--- src/rtl/ram_stream_pkg.sv ---
// ram_stream_pkg: shared types and default widths for the RAM stream reader.
//   state_t            - reader FSM states (IDLE, RUN, FLUSH)
//   RAM_WIDTH_DEF      - default RAM data word width
//   RAM_ADDR_BITS_DEF  - default RAM address width
package ram_stream_pkg;
    localparam int RAM_WIDTH_DEF     = 16;
    localparam int RAM_ADDR_BITS_DEF = 10;
    typedef enum logic [1:0] {IDLE = 2'd0, RUN = 2'd1, FLUSH = 2'd2} state_t;
endpackage

--- src/rtl/ram_stream_out_stage.sv ---
// ram_stream_out_stage: one-entry valid/ready output register.
//   clock, reset        - clock, asynchronous active-high reset
//   load, load_data     - capture load_data into the register (parent guarantees slot free or draining)
//   load_last           - last-beat flag captured with load (RAM_STREAM_LAST_EN only)
//   out_data, out_valid - stream payload and valid
//   out_last            - last-beat flag (RAM_STREAM_LAST_EN only)
//   out_ready           - consumer ready; a handshake without a load empties the register
// Optional feature macro: RAM_STREAM_LAST_EN adds load_last/out_last.
module ram_stream_out_stage
    import ram_stream_pkg::*;
#(
    parameter int WIDTH = RAM_WIDTH_DEF
) (
    input  logic             clock,
    input  logic             reset,
    input  logic             load,
    input  logic [WIDTH-1:0] load_data,
`ifdef RAM_STREAM_LAST_EN
    input  logic             load_last,
    output logic             out_last,
`endif
    output logic [WIDTH-1:0] out_data,
    output logic             out_valid,
    input  logic             out_ready
);
    always_ff @(posedge clock or posedge reset) begin
        if (reset) begin
            out_data  <= '0;
            out_valid <= 1'b0;
`ifdef RAM_STREAM_LAST_EN
            out_last  <= 1'b0;
`endif
        end else if (load) begin
            out_data  <= load_data;
            out_valid <= 1'b1;
`ifdef RAM_STREAM_LAST_EN
            out_last  <= load_last;
`endif
        end else if (out_valid && out_ready) begin
            out_valid <= 1'b0;
        end
    end
endmodule

--- src/rtl/ram_stream_reader.sv ---
// ram_stream_reader: walks a wrap-around RAM address window and streams the words out.
//   clock, reset       - clock, asynchronous active-high reset
//   start              - job strobe, sampled only when idle
//   base_address       - first word of the window
//   length             - words to stream, 0..2**RAM_ADDR_BITS
//   busy               - job in progress (RUN or FLUSH)
//   done               - one-cycle pulse after the final handshake (or after a zero-length start)
//   read_address       - RAM asynchronous read address
//   ram_data           - RAM read data for read_address, same cycle
//   out_data/out_valid - output stream, out_ready from the consumer
//   out_last           - final-beat flag (RAM_STREAM_LAST_EN only)
// Optional feature macro: RAM_STREAM_LAST_EN.
module ram_stream_reader
    import ram_stream_pkg::*;
#(
    parameter int RAM_WIDTH     = RAM_WIDTH_DEF,
    parameter int RAM_ADDR_BITS = RAM_ADDR_BITS_DEF
) (
    input  logic                     clock,
    input  logic                     reset,
    input  logic                     start,
    input  logic [RAM_ADDR_BITS-1:0] base_address,
    input  logic [RAM_ADDR_BITS:0]   length,
    output logic                     busy,
    output logic                     done,
    output logic [RAM_ADDR_BITS-1:0] read_address,
    input  logic [RAM_WIDTH-1:0]     ram_data,
    output logic [RAM_WIDTH-1:0]     out_data,
    output logic                     out_valid,
`ifdef RAM_STREAM_LAST_EN
    output logic                     out_last,
`endif
    input  logic                     out_ready
);
    localparam logic [RAM_ADDR_BITS:0] ONE = {{RAM_ADDR_BITS{1'b0}}, 1'b1};
    state_t                   state;
    logic [RAM_ADDR_BITS-1:0] address;
    logic [RAM_ADDR_BITS:0]   remaining;
    logic                     done_q;
    logic                     load;
    // The output register takes a new word whenever it is empty or draining this cycle;
    // while stalled the address holds, so the same word is re-read when load fires.
    assign load         = (state == RUN) && (!out_valid || out_ready);
    assign busy         = state != IDLE;
    assign done         = done_q;
    assign read_address = address;
    always_ff @(posedge clock or posedge reset) begin
        if (reset) begin
            state     <= IDLE;
            address   <= '0;
            remaining <= '0;
            done_q    <= 1'b0;
        end else begin
            done_q <= 1'b0;
            if (state == IDLE && start) begin
                if (length != '0) begin
                    address   <= base_address;
                    remaining <= length;
                    state     <= RUN;
                end else begin
                    done_q <= 1'b1;
                end
            end
            if (load) begin
                address   <= address + ONE[RAM_ADDR_BITS-1:0];
                remaining <= remaining - ONE;
                if (remaining == ONE) state <= FLUSH;
            end
            if (state == FLUSH && out_valid && out_ready) begin
                done_q <= 1'b1;
                state  <= IDLE;
            end
        end
    end
    ram_stream_out_stage #(.WIDTH(RAM_WIDTH)) u_out (
        .clock     (clock),
        .reset     (reset),
        .load      (load),
        .load_data (ram_data),
`ifdef RAM_STREAM_LAST_EN
        .load_last (remaining == ONE),
        .out_last  (out_last),
`endif
        .out_data  (out_data),
        .out_valid (out_valid),
        .out_ready (out_ready)
    );
endmodule

--- config.mk ---
export PLATFORM = sky130hd
export DESIGN_NAME = ram_stream_reader
export DESIGN_NICKNAME = d
export VERILOG_FILES = /design/src/rtl/ram_stream_pkg.sv /design/src/rtl/ram_stream_out_stage.sv /design/src/rtl/ram_stream_reader.sv
export SDC_FILE = /design/constraint.sdc
export NUM_CORES = 1
export LEC_CHECK = 0
export CAP_MARGIN = 20
export CELL_PAD_IN_SITES_DETAIL_PLACEMENT = 1
export CELL_PAD_IN_SITES_GLOBAL_PLACEMENT = 2
export CORE_ASPECT_RATIO = 1.25
export CORE_MARGIN = 8
export CORE_UTILIZATION = 24
export DETAILED_ROUTE_END_ITERATION = 8
export PLACE_DENSITY_LB_ADDON = 0.08
export SYNTH_ARGS = -nofsm -noshare
export SYNTH_HDL_FRONTEND = slang
export SYNTH_SLANG_ARGS = --single-unit
--- constraint.sdc ---
create_clock -name clock -period 1.6 [get_ports clock]
set_input_delay 0.48 -clock clock [delete_from_list [all_inputs] [get_ports clock]]
set_output_delay 0.48 -clock clock [all_outputs]
set_load 0.02 [all_outputs]
[Yosys cells after proc, flatten, opt, wreduce, memory -nomap -nowiden]
Index checks and enable logic that the tools add are counted.
Word-level totals
  bits in registers: 41
  bits in latches: 0
  bits in writable memories: 0
  ROM bits: 0
  bits of input ports: 41
  output and inout port bits: 29
  memories kept: 0
Cells by class
  add/sub/neg operators: 2
  $mul: 0
  divide/modulo/power cells: 0
  order comparisons: 0
  equal/unequal tests: 3
  shift-type cells: 0
  muxes and demuxes: 16
  bitwise operators: 0
  reduce and logical (&&, ||, !) cells: 14
Operators by type and width (count)
  $mux W11: 3
  $mux W10: 3
  $eq A11 B1 Y1 const B: 1
  $reduce_bool A11 Y1: 1
  $sub A11 B1 Y11 const B: 1
  $add A10 B1 Y10 const B: 1
  $mux W2: 5
  $reduce_bool A2 Y1: 4
  $logic_and A1 B1 Y1: 5
  $mux W1: 5
  $eq A2 B1 Y1 const B: 1
  $eq A2 B2 Y1 const B: 1
  $logic_not A2 Y1: 1
  $reduce_and A2 Y1: 1
  $logic_not A1 Y1: 1
  $logic_or A1 B1 Y1: 1

[Logic depth before layout (Yosys ltp)]
Gate-level depths: netlist of run 1.
  depth after elaboration: 6
  gate-level depth with buffers: 6

[By module]
Synthesis of run 1 repeated with hierarchy kept, for this count alone.
Second synthesis, totals
  cell total of the unflattened synthesis: 192
  area total of the unflattened synthesis: 2160.8 µm²
By module, submodules not included
  ram_stream_reader: instances 1, cells each 154, area each 1473.9 µm², sequential area each 600.6 µm²
  ram_stream_out_stage: instances 1, cells each 38, area each 686.9 µm², sequential area each 425.4 µm²

[Least setup slack after synthesis of run 1]
OpenSTA, ideal clock, no wires.
  path type: in2reg
  start: in length[9]
  end: reg address[6], in the netlist read_address[6]
  arrival time: 1.804 ns
  data required time: 1.474 ns
  setup slack: -0.330 ns
  stages: 4
  path buffers: 1
  cells stage by stage: or4_4 o31a_1 buf_6 a221o_1
Between the ends
  cells in the longest elaborated chain, start to end: 3
Ends and longest elaborated chain
  start, declared: RTL line ram_stream_reader.sv:23  | input logic [RAM_ADDR_BITS:0] length,
  $reduce_bool A11 Y1: RTL line ram_stream_reader.sv:56  | if (length != '0) begin
  $reduce_bool A2 Y1 (no source line)
  $reduce_and A2 Y1 (no source line)
  end signal, assigned: RTL line ram_stream_reader.sv:57  | address <= base_address;
  end signal, assigned: RTL line ram_stream_reader.sv:65  | address <= address + ONE[RAM_ADDR_BITS-1:0];
  end, declared: RTL line ram_stream_reader.sv:37  | logic [RAM_ADDR_BITS-1:0] address;
Every way passes these cells.
A chain may end at the register's enable or synchronous reset.

[Worst setup path after layout of run 1]
  start: in length[3]
  end: reg remaining[7]
Between the ends
  cells in the longest elaborated chain, start to end: 3
Ends and longest elaborated chain
  $reduce_bool A11 Y1: RTL line ram_stream_reader.sv:56
  $reduce_bool A2 Y1 (no source line)
  $reduce_and A2 Y1 (no source line)
  end signal, assigned: RTL line ram_stream_reader.sv:58  | remaining <= length;
  end signal, assigned: RTL line ram_stream_reader.sv:66  | remaining <= remaining - ONE;
  end, declared: RTL line ram_stream_reader.sv:38  | logic [RAM_ADDR_BITS:0] remaining;
Every way passes these cells.

==> results of run 1 <==
flip-flops by register name, indices dropped and copies added, names as in the netlist:
signal	cells
u_out.out_valid	1
remaining	11
u_out.out_data	16
state	2
read_address	10
done	1
power by group through the flow:
| stage | clock network [mW] | registers, mW | logic (mW) |
|---|---|---|---|
| 6_report | 0.828 | 1.70 | 2.31 |
| 5_1_grt | 0.905 | 1.75 | 2.53 |
| 4_1_cts | 0.879 | 1.70 | 2.22 |
| 3_5_place_dp | 0 | 1.71 | 2.17 |
| 3_3_place_gp | 0 | 1.70 | 2.14 |
| 2_1_floorplan | 0 | 1.93 | 0.796 |
cells by family after synthesis:
group	share of synthesized area, %
buf+inv	4.358
compound gates	15.44
simple gates	28.21
fa+ha+maj	1.816
flops	49.64
mux	0.5448
layout make-up:
type	instances	share of cell area [%]
Sequential cell	41	28.04
Clock inverter	2	0.9576
Inverter	6	0.6156
Timing Repair Buffer	136	33.04
Clock buffer	5	1.881
Tap cell	100	3.420
Multi-Input combinational cell	167	32.05
metal layers:
layer  global-route usage, %  vias up
met5                       0        -
met4                   4.042        0
met3                   4.809        8
met2                   23.41       42
met1                   13.43     1048
li1                        -     1061
repair_timing:
action,4_1_cts,5_1_grt
cloned,2,0
endpoints found under the hold margin,0,0
resized for setup,106,28
setup endpoints to repair,69,43
buffers inserted,7,8
pin swaps,9,18
cells in the final DEF, fill, tap and decap left out, drive strengths merged, types with 3 or more instances in the layout:
master	netlist	routed
and3	3	3
nor2b	3	3
nand3	7	7
dfrtp	41	41
o211ai	4	4
clkdlybuf4s50	0	27
clkbuf	4	6
ha	3	3
a21oi	12	12
nor2	14	14
a211oi	6	6
nand2b	3	3
a311oi	3	3
nand2	59	59
dlygate4sd2	0	27
inv	6	5
nand4	3	3
nor3	13	13
nor4	4	4
buf	6	74
clkdlybuf4s15	0	6
per-stage QoR:
step           instances  util, %  setup slack (ns)  power [mW]  setup TNS, ns
2_1_floorplan        224        -           -0.2910       2.727         -5.225
3_3_place_gp         434    37.93           -0.8253       3.847         -25.47
3_5_place_dp         434    37.93           -0.8794       3.878         -25.71
4_1_cts              450    41.08           -0.2618       4.796         -3.169
5_1_grt              457    42.99           -0.2786       5.187         -4.541
6_report             457    42.99           -0.2471       4.840         -3.710
worst min-delay path, delay by kind of cell:
kind                   cells  cell delay (ns)
AOI/OAI and AO/OA          1             0.06
buffers and inverters      1             0.07
and+or+nand+nor            1             0.05
worst max-delay path by stage:
stage / startpoint / to / cells after the start
floorplan: length[6] / remaining[4]$_DFFE_PP0P_ / 4
global placement: length[9] / read_address[8]$_DFFE_PP0P_ / 6
detailed placement: length[9] / read_address[8]$_DFFE_PP0P_ / 6
CTS: length[5] / remaining[7]$_DFFE_PP0P_ / 6
global route: length[3] / remaining[7]$_DFFE_PP0P_ / 6
finish: length[3] / remaining[7]$_DFFE_PP0P_ / 6
==> reports/results.md, run 1 <==
| Item | Value |
| --- | --- |
| Worst path cell trace | buf_6 -> or4_4 -> o31a_1 -> buf_6 -> a21o_1 -> o221a_2 |
| Worst min-delay path startpoint | length[5] |
| Setup slack of the worst register-to-register path | -0.08 ns |
| Portion of synthesized cell area occupied by the leading cell type | 49.64% |
| Total inserted antenna cells | 0 |
| DRC violation total after the first TritonRoute iteration | 41 |
| Standard cell with the maximum stage delay on the critical path | sky130_fd_sc_hd__or4_4 |
| DRC violation count after routing | 0 |
| Most common library cells after synthesis | sky130_fd_sc_hd__nand2_1, sky130_fd_sc_hd__dfrtp_1, sky130_fd_sc_hd__a21oi_1, sky130_fd_sc_hd__nor2_1, sky130_fd_sc_hd__nor3_1 |
| Die outline width | 99.01 um |
| Clock group share of total power | 17.1% |
| Count of cell types in the netlist | 49 |
| Hold buffer count at CTS | 0 |
| Number of setup violations in the final report | 22 |
| Global-route wire length before repair | 12240 um |
| Highest metal layer used by the detailed router | met4 |
| Synthesized area | 2067 um^2 |
| Area grow syn2layout | 77.00% |
| Placer's final routability congestion estimate | 0.7373 |
| Dpl cell area | 3228 um^2 |
| Top-count cell post-synth | sky130_fd_sc_hd__nand2_1 |
| Clock tree from TritonCTS | yes |
| Number of iterations in the first detailed-routing pass | 4 |
| Class of the tightest hold or removal check | in -> reg |
| Storage element area | 1026 um^2 |
| Maximum operating frequency | 0.5414 GHz |
| Kind of cell adding the most delay to the critical path | compound AO/OA/AOI/OAI gates |
| Worst setup skew after layout | 0.007514 ns |
| Sequential-to-total area share from yosys stat | 49.64% |
| Reg clk slew, reported paths | 0.08 ns |
| Reg-to-reg startpoint | state[0]$_DFF_PP0_ |
| Startpoint kind of the worst setup timing path | input pin |
| Leading area contributor after synthesis | sky130_fd_sc_hd__dfrtp_1 |
| Starting density of the core | 24.29% |
| Number of enable flip-flop cells after synthesis | 0 |
| Primary FF master, synth | sky130_fd_sc_hd__dfrtp_1 |
| Depth of the worst register-to-register path | 6 |
| Final Hold Fails | 0 |
| Drt wl/cell | 16.12 um |
| Die ar. | 11860 um^2 |
| Die Y | 119.8 um |
| Hold EP | remaining[5]$_DFFE_PP0P_ |
| Clock insertion delay at the later pin of the skew report | 0.30 ns |
| Worst hold slack after final layout | 0.3940 ns |
| Detail Route met2 WL | 3882 um |
| # fillers | 992 |
| Power density over cell area | 1323 nW/um^2 |
| Post-layout worst setup margin | -0.2471 ns |
| Kind of critical path | in -> reg |
| Req. time, crit path | 1.79 ns |
| Max FO, Critical Path | 6 |
| Seq pwr share | 35.1% |
| Detail Route met3 WL | 519 um |
| Peak VDD IR | 500.4 uV |
| Post-synthesis sequential element count | 41 |
| Hold path depth | 3 |
| Number of antenna violations at the first check in global routing | 0 |
| Vias/cell | 4.724 |
| Number of buffers between clock root and the deepest sink | 2 |
| Number of clock sinks | 41 |
| Reported max-cap violation count | 0 |
| Kind of end point of the critical path | register |
| Result of the run | complete, but fails checks |
| Endpoint of the worst-slack reg-to-reg timing path | read_address[6]$_DFFE_PP0P_ |
| Shortest clock period the worst path allows after layout | 1.847 ns |
| Slew HR | 69.77% |
| Synthesized netlist cell count | 224 |
| Endpoint arrival time on the critical path | 2.03 ns |
| Overflow after GRT | 0 |
| Setup repair after global routing missed its margin | true |
| NetSw | 1.856 mW |
| Multi-input logic area | 1172 um^2 |
| Maximum number of pins on one net before global-route repair | 42 |
| Remaining antenna violation count after routing | 0 |
| Core Region | 8511 um^2 |
| Area of all placed cells without fillers | 3659 um^2 |
| Net Count, Synth | 268 |
| Final routed wirelength across all metal layers | 7367 um |
| Clock buffer count from CTS | 5 |
| Total internal power | 2.984 mW |
| Combinational Power Share | 47.8% |
| Clock root buffer master | sky130_fd_sc_hd__clkbuf_8 |
| Via count of the routed design | 2159 |
| Count of buffers from port buffering | 69 |
| Estimated wirelength of the detail-placed design | 5135 um |
| Ys Warns | 0 |
| Most frequent cell on the critical path | sky130_fd_sc_hd__buf_6 |
| Failing checks | negative setup slack |
| Number of levels the H-tree was split into | 2 |
| Final critical-path share of the clock period | 115.4% |
| Biggest area contributors in the synthesized netlist | sky130_fd_sc_hd__dfrtp_1, sky130_fd_sc_hd__nand2_1, sky130_fd_sc_hd__a21oi_1, sky130_fd_sc_hd__nor3_1, sky130_fd_sc_hd__nor2_1 |
| Mean Syn Cell Area | 9.228 um^2 |
| Final count of pins violating max slew | 0 |
| Vias in the first global route | 2487 |
| Fraction of layout cells with a size suffix above 1 | 36.69% |
| Share of flip-flops with an asynchronous set or reset after synthesis | 100.0% |
| Actual transition at the worst max-transition pin | 0.4472 ns |
| Site Rows | 38 |
| Routed length on met1 | 2875 um |
| Total leakage power | 1.689 nW |
| Total track usage | 12.92% |
| Io pins | 70 |
| Critical path buffers and inverters | 2 |
| Proportion of total power due to net switching | 38.35% |
| Final net count | 401 |
| Slowest cell delay on critical path | 0.56 ns |
Power figures use the tool's default switching activity.
==> run 2, diff against run 1 <==
--- a/config.mk
+++ b/config.mk
@@ -10,9 +10,10 @@
 export CELL_PAD_IN_SITES_GLOBAL_PLACEMENT = 2
 export CORE_ASPECT_RATIO = 1.25
 export CORE_MARGIN = 8
-export CORE_UTILIZATION = 24
+export CORE_UTILIZATION = 26
 export DETAILED_ROUTE_END_ITERATION = 8
 export PLACE_DENSITY_LB_ADDON = 0.08
 export SYNTH_ARGS = -nofsm -noshare
 export SYNTH_HDL_FRONTEND = slang
+export SYNTH_HIERARCHICAL = 1
 export SYNTH_SLANG_ARGS = --single-unit
==> run 2 against run 1 <==
  * The run still ends with negative setup slack left
  * Critical path depth down 1
  * Clock power up 7.6%
  * Global-route usage is 0.17 points higher
  * Register-to-register slack better by 0.05 ns
  * Worst setup slack better by 0.014 ns
  * Die area is 3.0% lower
  * Combinational power grew 75%
  * Synthesized cell count fell by 14%
  * Worst hold slack improved by 0.10 ns
  * Critical endpoint is now remaining[2]$_DFFE_PP0P_
  * Largest cell class unchanged
==> reports/results.md, run 2 <==
| Item | Value |
| --- | --- |
| Result of the run | complete, but fails checks |
| Failing checks | negative setup slack |
| Final Hold Fails | 0 |
| Shortest clock period the worst path allows after layout | 1.833 ns |
| Fraction of layout cells with a size suffix above 1 | 38.01% |
| Number of setup violations in the final report | 22 |
| Number of clock sinks | 41 |
| Number of enable flip-flop cells after synthesis | 0 |
| Class of the tightest hold or removal check | in -> reg |
| Final critical-path share of the clock period | 114.5% |
| Proportion of total power due to net switching | 39.88% |
| Share of flip-flops with an asynchronous set or reset after synthesis | 100.0% |
| Top library cells by usage in the layout, fill and taps aside | sky130_fd_sc_hd__buf_4, sky130_fd_sc_hd__dfrtp_1, sky130_fd_sc_hd__dlygate4sd2_1 |
| Clock tree from TritonCTS | yes |
| Synthesized area | 2161 um^2 |
| Worst setup skew after layout | 0.01458 ns |
| Number of antenna violations at the first check in global routing | 0 |
| Power density over cell area | 1876 nW/um^2 |
| Number of buffers between clock root and the deepest sink | 2 |
| Starting density of the core | 26.52% |
| Clock root buffer master | sky130_fd_sc_hd__clkbuf_8 |
| Leading area contributor after synthesis | sky130_fd_sc_hd__dfrtp_1 |
| Final routed wirelength across all metal layers | 7455 um |
| Drt wl/cell | 17.83 um |
| Vias in the first global route | 2293 |
| Via count of the routed design | 2049 |
| Reg clk slew, reported paths | 0.10 ns |
| Total track usage | 13.09% |
| Top-count cell post-synth | sky130_fd_sc_hd__dfrtp_1 |
| Clock group share of total power | 13.1% |
| Count of cell types in the netlist | 47 |
| DRC violation count after routing | 0 |
| Post-place setup slack | -0.9531 ns |
| Mean Syn Cell Area | 11.25 um^2 |
| Req. time, crit path | 1.80 ns |
| Hold buffer count at CTS | 0 |
| Final net count | 364 |
| Io pins | 70 |
| Global-route wire length before repair | 12160 um |
| Die outline width | 97.54 um |
| Placer's final routability congestion estimate | 0.7752 |
| NetSw | 2.719 mW |
| Final count of pins violating max slew | 0 |
| Biggest area contributors in the synthesized netlist | sky130_fd_sc_hd__dfrtp_1, sky130_fd_sc_hd__mux2_4, sky130_fd_sc_hd__mux2_2, sky130_fd_sc_hd__nor2_1, sky130_fd_sc_hd__mux2i_1 |
| Max FO, Critical Path | 5 |
| Total leakage power | 1.676 nW |
| # fillers | 922 |
| Remaining antenna violation count after routing | 0 |
| Vias/cell | 4.902 |
| Core Region | 8148 um^2 |
| Reported max-cap violation count | 0 |
| Actual transition at the worst max-transition pin | 0.4560 ns |
| Site Rows | 37 |
| Area grow syn2layout | 68.15% |
| Number of levels the H-tree was split into | 2 |
| Total inserted antenna cells | 0 |
| Portion of synthesized cell area occupied by the leading cell type | 47.48% |
| Endpoint arrival time on the critical path | 2.03 ns |
| Clock buffer count from CTS | 5 |
| Peak VDD IR | 902.2 uV |
| Slew HR | 69.32% |
| Commonest non-fill, non-tap cell in the layout | sky130_fd_sc_hd__buf_4 |
| Max reg flops | 16 |
| Post-synthesis sequential element count | 41 |
| Seq pwr share | 27.6% |
| Number of iterations in the first detailed-routing pass | 4 |
| Die ar. | 11500 um^2 |
| Post-layout worst setup margin | -0.2327 ns |
| Setup_tns | -3.481 ns |
| Count of buffers from port buffering | 69 |
| DRC violation total after the first TritonRoute iteration | 33 |
| Die Y | 117.9 um |
| Net Count, Synth | 236 |
| Combinational Power Share | 59.3% |
| Synthesized netlist cell count | 192 |
| Most common library cells after synthesis | sky130_fd_sc_hd__dfrtp_1, sky130_fd_sc_hd__nor2_1, sky130_fd_sc_hd__inv_1 |
| Ys Warns | 6 |
| Startpoint kind of the worst setup timing path | input pin |
| Clock insertion delay at the later pin of the skew report | 0.31 ns |
| Primary FF master, synth | sky130_fd_sc_hd__dfrtp_1 |
| Estimated wirelength of the detail-placed design | 5663 um |
| Total internal power | 4.099 mW |
| Kind of critical path | in -> reg |
| Maximum operating frequency | 0.5456 GHz |
| Maximum number of pins on one net before global-route repair | 25 |
| Sequential-to-total area share from yosys stat | 47.48% |
| Top reg by flops | u_out/out_data |
| Kind of end point of the critical path | register |
| Overflow after GRT | 0 |
| Setup repair after global routing missed its margin | true |
## run 2: cell types whose count changed in the layout (fill, tap and decap cells not counted), sizes merged, moves of 4 or more
cell         change
nor2             +5
nand2           -51
mux2i            +7
buf              -9
o32ai            +4
a221o            +4
mux2            +16
nor3            -10
a21oi            -8
inv              +7
nand4            +4
dlygate4sd2      +5
## run 2: path summary, 6_finish.rpt
kind	end	cells after the start	slack (ns)	startpoint
max	remaining[2]$_DFFE_PP0P_	5	-0.23	length[5]
min	remaining[5]$_DFFE_PP0P_	4	0.50	length[5]
max reg2reg	remaining[4]$_DFFE_PP0P_	6	-0.03	state[1]$_DFF_PP0_
min reg2reg	u_out/out_data[0]$_DFFE_PP0P_	1	0.51	u_out/out_data[0]$_DFFE_PP0P_
max in group asynchronous	u_out/out_valid$_DFFE_PP0P_	3	0.86	reset
min in group asynchronous	u_out/out_data[2]$_DFFE_PP0P_	3	0.53	reset
## run 2: logic make-up (layout without fill, tap and decap cells)
family,after synthesis,in the layout,synth area share (%)
multiplexers,24,24,13.67
XOR/XNOR,1,1,0.4054
buffers and inverters,20,149,5.732
adder cells (fa/ha/maj),3,3,1.737
AO/OA/AOI/OAI,41,41,16.10
AND/OR/NAND/NOR,62,62,14.88
flip-flops,41,41,47.48
## run 2: layout make-up
type                       count  area, um^2  area share [%]
multi-input combinational    131        1112           30.61
clock inverter                 3       46.29           1.274
tap                           97       121.4           3.340
clock buffer                   5       68.82           1.894
sequential                    41        1027           28.27
timing repair buffer         128        1196           32.92
inverter                      13       61.31           1.687
## run 2: repair_timing
action | CTS | global route
setup buffers | 5 | 4
endpoints found under the hold margin | 0 | 0
gates resized for setup | 89 | 10
cloned | 1 | 1
setup endpoints to repair | 69 | 41
pin swaps | 12 | 9
## run 2: power groups by stage
stage          Clock (mW)  Combinational [mW]  Sequential (mW)
2_1_floorplan           0                1.66             2.36
3_3_place_gp            0                3.95             1.89
3_5_place_dp            0                4.00             1.91
4_1_cts             0.924                3.98             1.89
5_1_grt             0.969                4.36             1.95
6_report            0.891                4.05             1.88
## run 2: metrics by stage
stage                     cells  util (%)  instance area (um^2)  hold slack (ns)  power (mW)
final                       418     44.59                  3633           0.4969       6.817
after global routing        418     44.59                  3633           0.4908       7.282
after CTS                   415     43.60                  3552           0.4909       6.791
after detailed placement    401     41.23                  3359           0.4945       5.904
after global placement      401     41.23                  3359           0.4875       5.847
after floorplan             192         -                  2203           0.4060       4.025
## run 2: routing by layer
layer  global-route usage (%)  routed length [um]
met5                        0                   0
met4                    4.084                 111
met3                    3.876                 402
met2                    23.08                3867
met1                    14.61                3074
## run 2: critical path: stages
cell and delay [ns]:
sky130_fd_sc_hd__buf_6 0.09, sky130_fd_sc_hd__or4_4 0.56, sky130_fd_sc_hd__o31a_1 0.41, sky130_fd_sc_hd__buf_4 0.17, sky130_fd_sc_hd__a221o_1 0.31
